--- src/rtl/mem_access_stage.sv ---
// MEM-stage data-memory access unit: req/ack port, stall generation,
// byte/half/word lane handling, misalignment and timeout reporting.
module mem_access_stage #(
  parameter int unsigned TIMEOUT = 255
) (
  input  logic        clk,
  input  logic        rst,
  input  logic        MemRead_MEM,
  input  logic        MemWrite_MEM,
  input  logic [1:0]  MemSize_MEM,
  input  logic        MemSigned_MEM,
  input  logic [31:0] ALUData_MEM,
  input  logic [31:0] StoreData_MEM,
  output logic [31:0] MemData_MEM,
  output logic        mem_stall,
  output logic        misaligned,
  output logic        bus_err,
  output logic        dmem_req,
  output logic        dmem_we,
  output logic [31:0] dmem_addr,
  output logic [3:0]  dmem_be,
  output logic [31:0] dmem_wdata,
  input  logic [31:0] dmem_rdata,
  input  logic        dmem_ack
);

  typedef enum logic [1:0] {
    S_IDLE,
    S_ACCESS,
    S_DONE
  } state_e;

  localparam logic [15:0] CntLast = 16'(TIMEOUT - 1);

  state_e      state_q, state_d;
  logic [15:0] cnt_q, cnt_d;
  logic [31:0] data_q, data_d;
  logic        err_q, err_d;
  logic        ld_q, ld_d;
  logic [1:0]  size_q, size_d;
  logic        sgn_q, sgn_d;
  logic [1:0]  off_q, off_d;
  logic        req_q, req_d;
  logic        we_q, we_d;
  logic [31:0] addr_q, addr_d;
  logic [3:0]  be_q, be_d;
  logic [31:0] wdata_q, wdata_d;

  logic        acc;
  logic        mis;
  logic [3:0]  be_c;
  logic [31:0] wdata_c;
  logic [7:0]  rd_b;
  logic [15:0] rd_h;
  logic [31:0] rd_fmt;

  assign acc = MemRead_MEM | MemWrite_MEM;
  assign mis = (MemSize_MEM == 2'b01 && ALUData_MEM[0])
             | (MemSize_MEM[1] && ALUData_MEM[1:0] != 2'b00);

  always_comb begin
    be_c    = 4'b1111;
    wdata_c = StoreData_MEM;
    case (MemSize_MEM)
      2'b00: begin
        be_c    = 4'b0001 << ALUData_MEM[1:0];
        wdata_c = {4{StoreData_MEM[7:0]}};
      end
      2'b01: begin
        be_c    = ALUData_MEM[1] ? 4'b1100 : 4'b0011;
        wdata_c = {2{StoreData_MEM[15:0]}};
      end
      default: begin
        be_c    = 4'b1111;
        wdata_c = StoreData_MEM;
      end
    endcase
  end

  // Lane select uses the offset captured at launch, not the live address.
  assign rd_b = dmem_rdata[{off_q, 3'b000} +: 8];
  assign rd_h = off_q[1] ? dmem_rdata[31:16] : dmem_rdata[15:0];

  always_comb begin
    rd_fmt = dmem_rdata;
    case (size_q)
      2'b00:   rd_fmt = {{24{sgn_q & rd_b[7]}}, rd_b};
      2'b01:   rd_fmt = {{16{sgn_q & rd_h[15]}}, rd_h};
      default: rd_fmt = dmem_rdata;
    endcase
  end

  always_comb begin
    state_d    = state_q;
    cnt_d      = cnt_q;
    data_d     = data_q;
    err_d      = err_q;
    ld_d       = ld_q;
    size_d     = size_q;
    sgn_d      = sgn_q;
    off_d      = off_q;
    req_d      = req_q;
    we_d       = we_q;
    addr_d     = addr_q;
    be_d       = be_q;
    wdata_d    = wdata_q;
    mem_stall  = 1'b0;
    misaligned = 1'b0;
    unique case (state_q)
      S_IDLE: begin
        if (acc && mis) begin
          misaligned = 1'b1;
        end else if (acc) begin
          mem_stall = 1'b1;
          state_d   = S_ACCESS;
          cnt_d     = '0;
          data_d    = '0;
          err_d     = 1'b0;
          ld_d      = ~MemWrite_MEM;
          size_d    = MemSize_MEM;
          sgn_d     = MemSigned_MEM;
          off_d     = ALUData_MEM[1:0];
          req_d     = 1'b1;
          we_d      = MemWrite_MEM;
          addr_d    = {ALUData_MEM[31:2], 2'b00};
          be_d      = be_c;
          wdata_d   = wdata_c;
        end
      end
      S_ACCESS: begin
        mem_stall = 1'b1;
        if (dmem_ack) begin
          data_d  = ld_q ? rd_fmt : 32'h0;
          req_d   = 1'b0;
          state_d = S_DONE;
        end else if (cnt_q == CntLast) begin
          data_d  = '0;
          err_d   = 1'b1;
          req_d   = 1'b0;
          state_d = S_DONE;
        end else begin
          cnt_d = cnt_q + 16'd1;
        end
      end
      S_DONE: begin
        state_d = S_IDLE;
      end
      default: begin
        state_d = S_IDLE;
        req_d   = 1'b0;
      end
    endcase
  end

  always_ff @(posedge clk) begin
    if (!rst) begin
      state_q <= S_IDLE;
      cnt_q   <= '0;
      data_q  <= '0;
      err_q   <= 1'b0;
      ld_q    <= 1'b0;
      size_q  <= '0;
      sgn_q   <= 1'b0;
      off_q   <= '0;
      req_q   <= 1'b0;
      we_q    <= 1'b0;
      addr_q  <= '0;
      be_q    <= '0;
      wdata_q <= '0;
    end else begin
      state_q <= state_d;
      cnt_q   <= cnt_d;
      data_q  <= data_d;
      err_q   <= err_d;
      ld_q    <= ld_d;
      size_q  <= size_d;
      sgn_q   <= sgn_d;
      off_q   <= off_d;
      req_q   <= req_d;
      we_q    <= we_d;
      addr_q  <= addr_d;
      be_q    <= be_d;
      wdata_q <= wdata_d;
    end
  end

  assign MemData_MEM = (state_q == S_DONE) ? data_q : 32'h0;
  assign bus_err     = (state_q == S_DONE) && err_q;
  assign dmem_req    = req_q;
  assign dmem_we     = we_q;
  assign dmem_addr   = addr_q;
  assign dmem_be     = be_q;
  assign dmem_wdata  = wdata_q;

endmodule

--- config.mk ---
export PLATFORM = sky130hd
export DESIGN_NAME = mem_access_stage
export DESIGN_NICKNAME = d
export VERILOG_FILES = /design/src/rtl/mem_access_stage.sv
export SDC_FILE = /design/constraint.sdc
export NUM_CORES = 1
export LEC_CHECK = 0
export BUFFER_PORTS_ARGS = -buffer_cell sky130_fd_sc_hd__buf_2
export CORE_ASPECT_RATIO = 1.2
export CORE_MARGIN = 1
export CORE_UTILIZATION = 45
export DETAILED_ROUTE_END_ITERATION = 12
export PLACE_DENSITY = 0.73
export SKIP_LAST_GASP = 1
export SLEW_MARGIN = 20
export SYNTH_ARGS = -nofsm -noshare
export SYNTH_HDL_FRONTEND = slang
export SYNTH_SLANG_ARGS = --single-unit
--- constraint.sdc ---
create_clock -name clk -period 5.19 [get_ports clk]
set_input_delay 0.7785 -clock clk [delete_from_list [all_inputs] [get_ports clk]]
set_output_delay 0.7785 -clock clk [all_outputs]
set_load 0.03 [all_outputs]
==> summary.md <==
| Metric | Value |
|---|---|
| Count of mapped cells out of synthesis | `706` |
| Max-capacitance violation count | `0` |
| Number of buffers added to fix hold violations after cts | `0` |
| Drt first pass iters | `4` |
| Endpoint required time on the critical path | `4.41 ns` |
| Leading cell type by number of instances after synthesis | `sky130_fd_sc_hd__nand2_1` |
| Die Span X | `107 um` |
| Avg WL per Cell | `15.4 um` |
| Die Outline Area | `0.0136 mm^2` |
| Result of the run | `completed` |
| WHS | `0.453 ns` |
| Critical path peak fanout | `21` |
| Root buffer selected by CTS | `sky130_fd_sc_hd__clkbuf_16` |
| Area Overhead vs Synth | `28.4%` |
| Wire length of the first global-routing pass | `26.1 mm` |
| Critical Setup Path Class | `primary input to output pin` |
| Clock buffer count from CTS | `17` |
| Final weighted congestion in routability-driven placement | `0.784` |
| Final Max Tran Viols | `0` |
| Total Nets Final | `986` |
| Fillcell total | `1215` |
| ANT nets after route | `0` |
| Number of setup buffers added after CTS | `0` |
| Count of placed standard cells including taps | `1025` |
| Number of placement rows | `45` |
| Multi-input gate area in the final layout | `0.00310 mm^2` |
| Minimum clock period after layout | `3.43 ns` |
| Normalized max-slew margin | `29.0%` |
| Hold Crit Class | `flip-flop to flip-flop` |
| Fraction of power consumed by sequential logic | `38.2%` |
| Non-filler cells, final | `1057` |
| Number of distinct library cells after synthesis | `53` |
| Type of destination of the critical path | `output pin` |
| Area taken by flip-flops and latches | `0.00250 mm^2` |
| CP startpoint kind | `primary input` |
| Largest vdd supply drop | `0.226 mV` |
| Clock tree from TritonCTS | `yes` |
| Async set-reset flop share out of synthesis | `0%` |
| Clock network fraction of total power | `45.8%` |
| Initial DRC Count | `317` |
| Worst Slack Setup Final | `1.76 ns` |
| Final hold violation count | `0` |
| CTS HTree Levels | `4` |
| Effective utilization at floorplan | `46.5%` |
| Combinational power share | `16.0%` |
| Number of cells on the worst reg-to-reg path | `6` |
| Net switching fraction of the power | `28.4%` |
| Most area-hungry cell type in the Yosys netlist | `sky130_fd_sc_hd__dfxtp_1` |
| Total negative slack | `0 ns` |
| Yosys top cell area share | `42.2%` |
| Worst endpoint data arrival time | `2.66 ns` |
| Remaining DRCs | `0` |
| Reg clk slew, reported paths | `0.06 ns` |
| Total vias in the final route | `5697` |
| Antenna violations before repair | `0` |
| Flop and latch count out of synthesis | `125` |
| CTS Sinks | `125` |
| Syn Std Cell Area | `0.00592 mm^2` |
| Vias/cell | `5.39` |
| Yosys warning count | `0` |
| Worst skew pair latency | `0.41 ns` |
| Remaining global-route overflow | `0` |
| Detail Placement HPWL | `11.4 mm` |
| Vias in the first global route | `5316` |
| Area of the placeable core | `0.0127 mm^2` |
| Internal power consumption | `1.96 mW` |
| Buffer levels on the longest clock path | `2` |
| Final worst-path cycle share | `66.2%` |
| Maximum clock frequency | `0.291 GHz` |
| Worst Tran Pin Value | `1.06 ns` |
| Share of final-layout standard cells stronger than drive strength 1 | `29.3%` |
| Count of cells along the worst hold path | `1` |
| Quantity of I/O buffers inserted on ports | `206` |
| Pwr/cell area | `361 mW/mm^2` |
| Register area share after synthesis | `42.2%` |
| Synthesized area divided by synthesized cell count | `8.39 um^2` |
| Synth area leaders | `sky130_fd_sc_hd__dfxtp_1, sky130_fd_sc_hd__nand2_1, sky130_fd_sc_hd__a21boi_0` |
| Psw | `0.779 mW` |
| Post-route clock skew | `0.0105 ns` |
| Top cells by instance count after synthesis | `sky130_fd_sc_hd__nand2_1, sky130_fd_sc_hd__dfxtp_1, sky130_fd_sc_hd__a21oi_1` |
| Pin count of the biggest net entering global routing | `86` |
| Number of enable flip-flop cells after synthesis | `0` |
| Total detailed-routing wirelength | `16.3 mm` |
| Final setup violating endpoints | `0` |
| Overall die height | `128 um` |
| IO Pins | `209` |
| Cell leakage power | `3.65 nW` |
| Unrepaired setup endpoints after global routing | `false` |
| Aggregate global-route resource usage | `24.2%` |
| Pre-CTS worst setup slack | `1.74 ns` |
| Top flip-flop cell by instance count after synthesis | `sky130_fd_sc_hd__dfxtp_1` |
| # resized after CTS | `0` |
[power groups by stage]
stage          logic (mW)  clock network [mW]  registers [mW]
2_1_floorplan       0.213                   0            1.15
3_3_place_gp        0.437                   0            1.07
3_5_place_dp        0.440                   0            1.07
4_1_cts             0.441                1.27            1.05
5_1_grt             0.480                1.31            1.06
6_report            0.439                1.26            1.05
[cell usage in the layout (no fill, tap or decap), types with 8 or more instances in the layout]
cell type / instances
sky130_fd_sc_hd__a21boi_0: 44
sky130_fd_sc_hd__a21o_1: 8
sky130_fd_sc_hd__a21oi_1: 48
sky130_fd_sc_hd__a221oi_1: 9
sky130_fd_sc_hd__and2_1: 10
sky130_fd_sc_hd__and3_1: 36
sky130_fd_sc_hd__buf_2: 206
sky130_fd_sc_hd__clkbuf_16: 17
sky130_fd_sc_hd__dfxtp_1: 125
sky130_fd_sc_hd__inv_1: 20
sky130_fd_sc_hd__mux2_2: 8
sky130_fd_sc_hd__mux2i_1: 17
sky130_fd_sc_hd__nand2_1: 133
sky130_fd_sc_hd__nand3_1: 14
sky130_fd_sc_hd__nor2_1: 33
sky130_fd_sc_hd__o211a_1: 19
sky130_fd_sc_hd__o21ai_0: 32
sky130_fd_sc_hd__o2bb2ai_1: 16
[state kept, by name (all words and copies together) (netlist names)]
register,cells
dmem_be,4
dmem_req,1
dmem_we,1
state_q,2
cnt_q,16
ld_q,1
off_q,2
dmem_addr,30
sgn_q,1
size_q,2
err_q,1
data_q,32
dmem_wdata,32
[metrics by stage]
step	cell area, um^2	power (mW)	util (%)
floorplan	5930	1.36	-
global placement	6980	1.50	54.9
detailed placement	6980	1.51	54.9
CTS	7600	2.76	59.7
global route	7600	2.85	59.7
finish	7600	2.74	59.8
[routing by layer]
metal / routed length (um) / up-vias / track usage, %
met2: 7820 / 217 / 40.6
met4: 250 / 0 / 8.14
met3: 1370 / 19 / 7.93
met1: 6830 / 2617 / 29.0
li1: - / 2844 / -
met5: 0 / - / 0
[worst paths after layout]
check | end | start | slack, ns
worst max-delay path | mem_stall | MemSize_MEM[0] | 1.76
worst min-delay path | data_q[14]$_SDFFE_PN0P_ | data_q[14]$_SDFFE_PN0P_ | 0.45
worst max register to register | dmem_wdata[13]$_SDFFE_PN0P_ | state_q[0]$_SDFFE_PN0P_ | 2.67
worst min register to register | data_q[14]$_SDFFE_PN0P_ | data_q[14]$_SDFFE_PN0P_ | 0.45
[cells by family after synthesis]
group	Yosys count	share of synthesized area, %
other	1	0.0633
multiplexers	26	4.58
XOR/XNOR	6	0.887
buffers and inverters	79	5.77
adder cells (fa/ha/maj)	2	0.422
AND/OR/NAND/NOR	265	22.0
AO/OA/AOI/OAI	202	24.0
flip-flops	125	42.2
[worst max-delay path: stages]
cell and delay (ns):
sky130_fd_sc_hd__buf_2 0.24, sky130_fd_sc_hd__nor2_1 0.67, sky130_fd_sc_hd__o22ai_1 0.44, sky130_fd_sc_hd__a21oi_1 0.29, sky130_fd_sc_hd__buf_2 0.23
[cell type report]
type / instances / share of cell area [%]
sequential: 125 / 32.9
antenna: 1 / 0.0329
clock buffer: 18 / 5.64
tap: 164 / 2.70
clock inverter: 13 / 2.52
multi-input combinational: 503 / 40.8
inverter: 20 / 0.987
timing repair buffer: 213 / 14.4
Note: power is estimated with default switching activity, not from simulation.
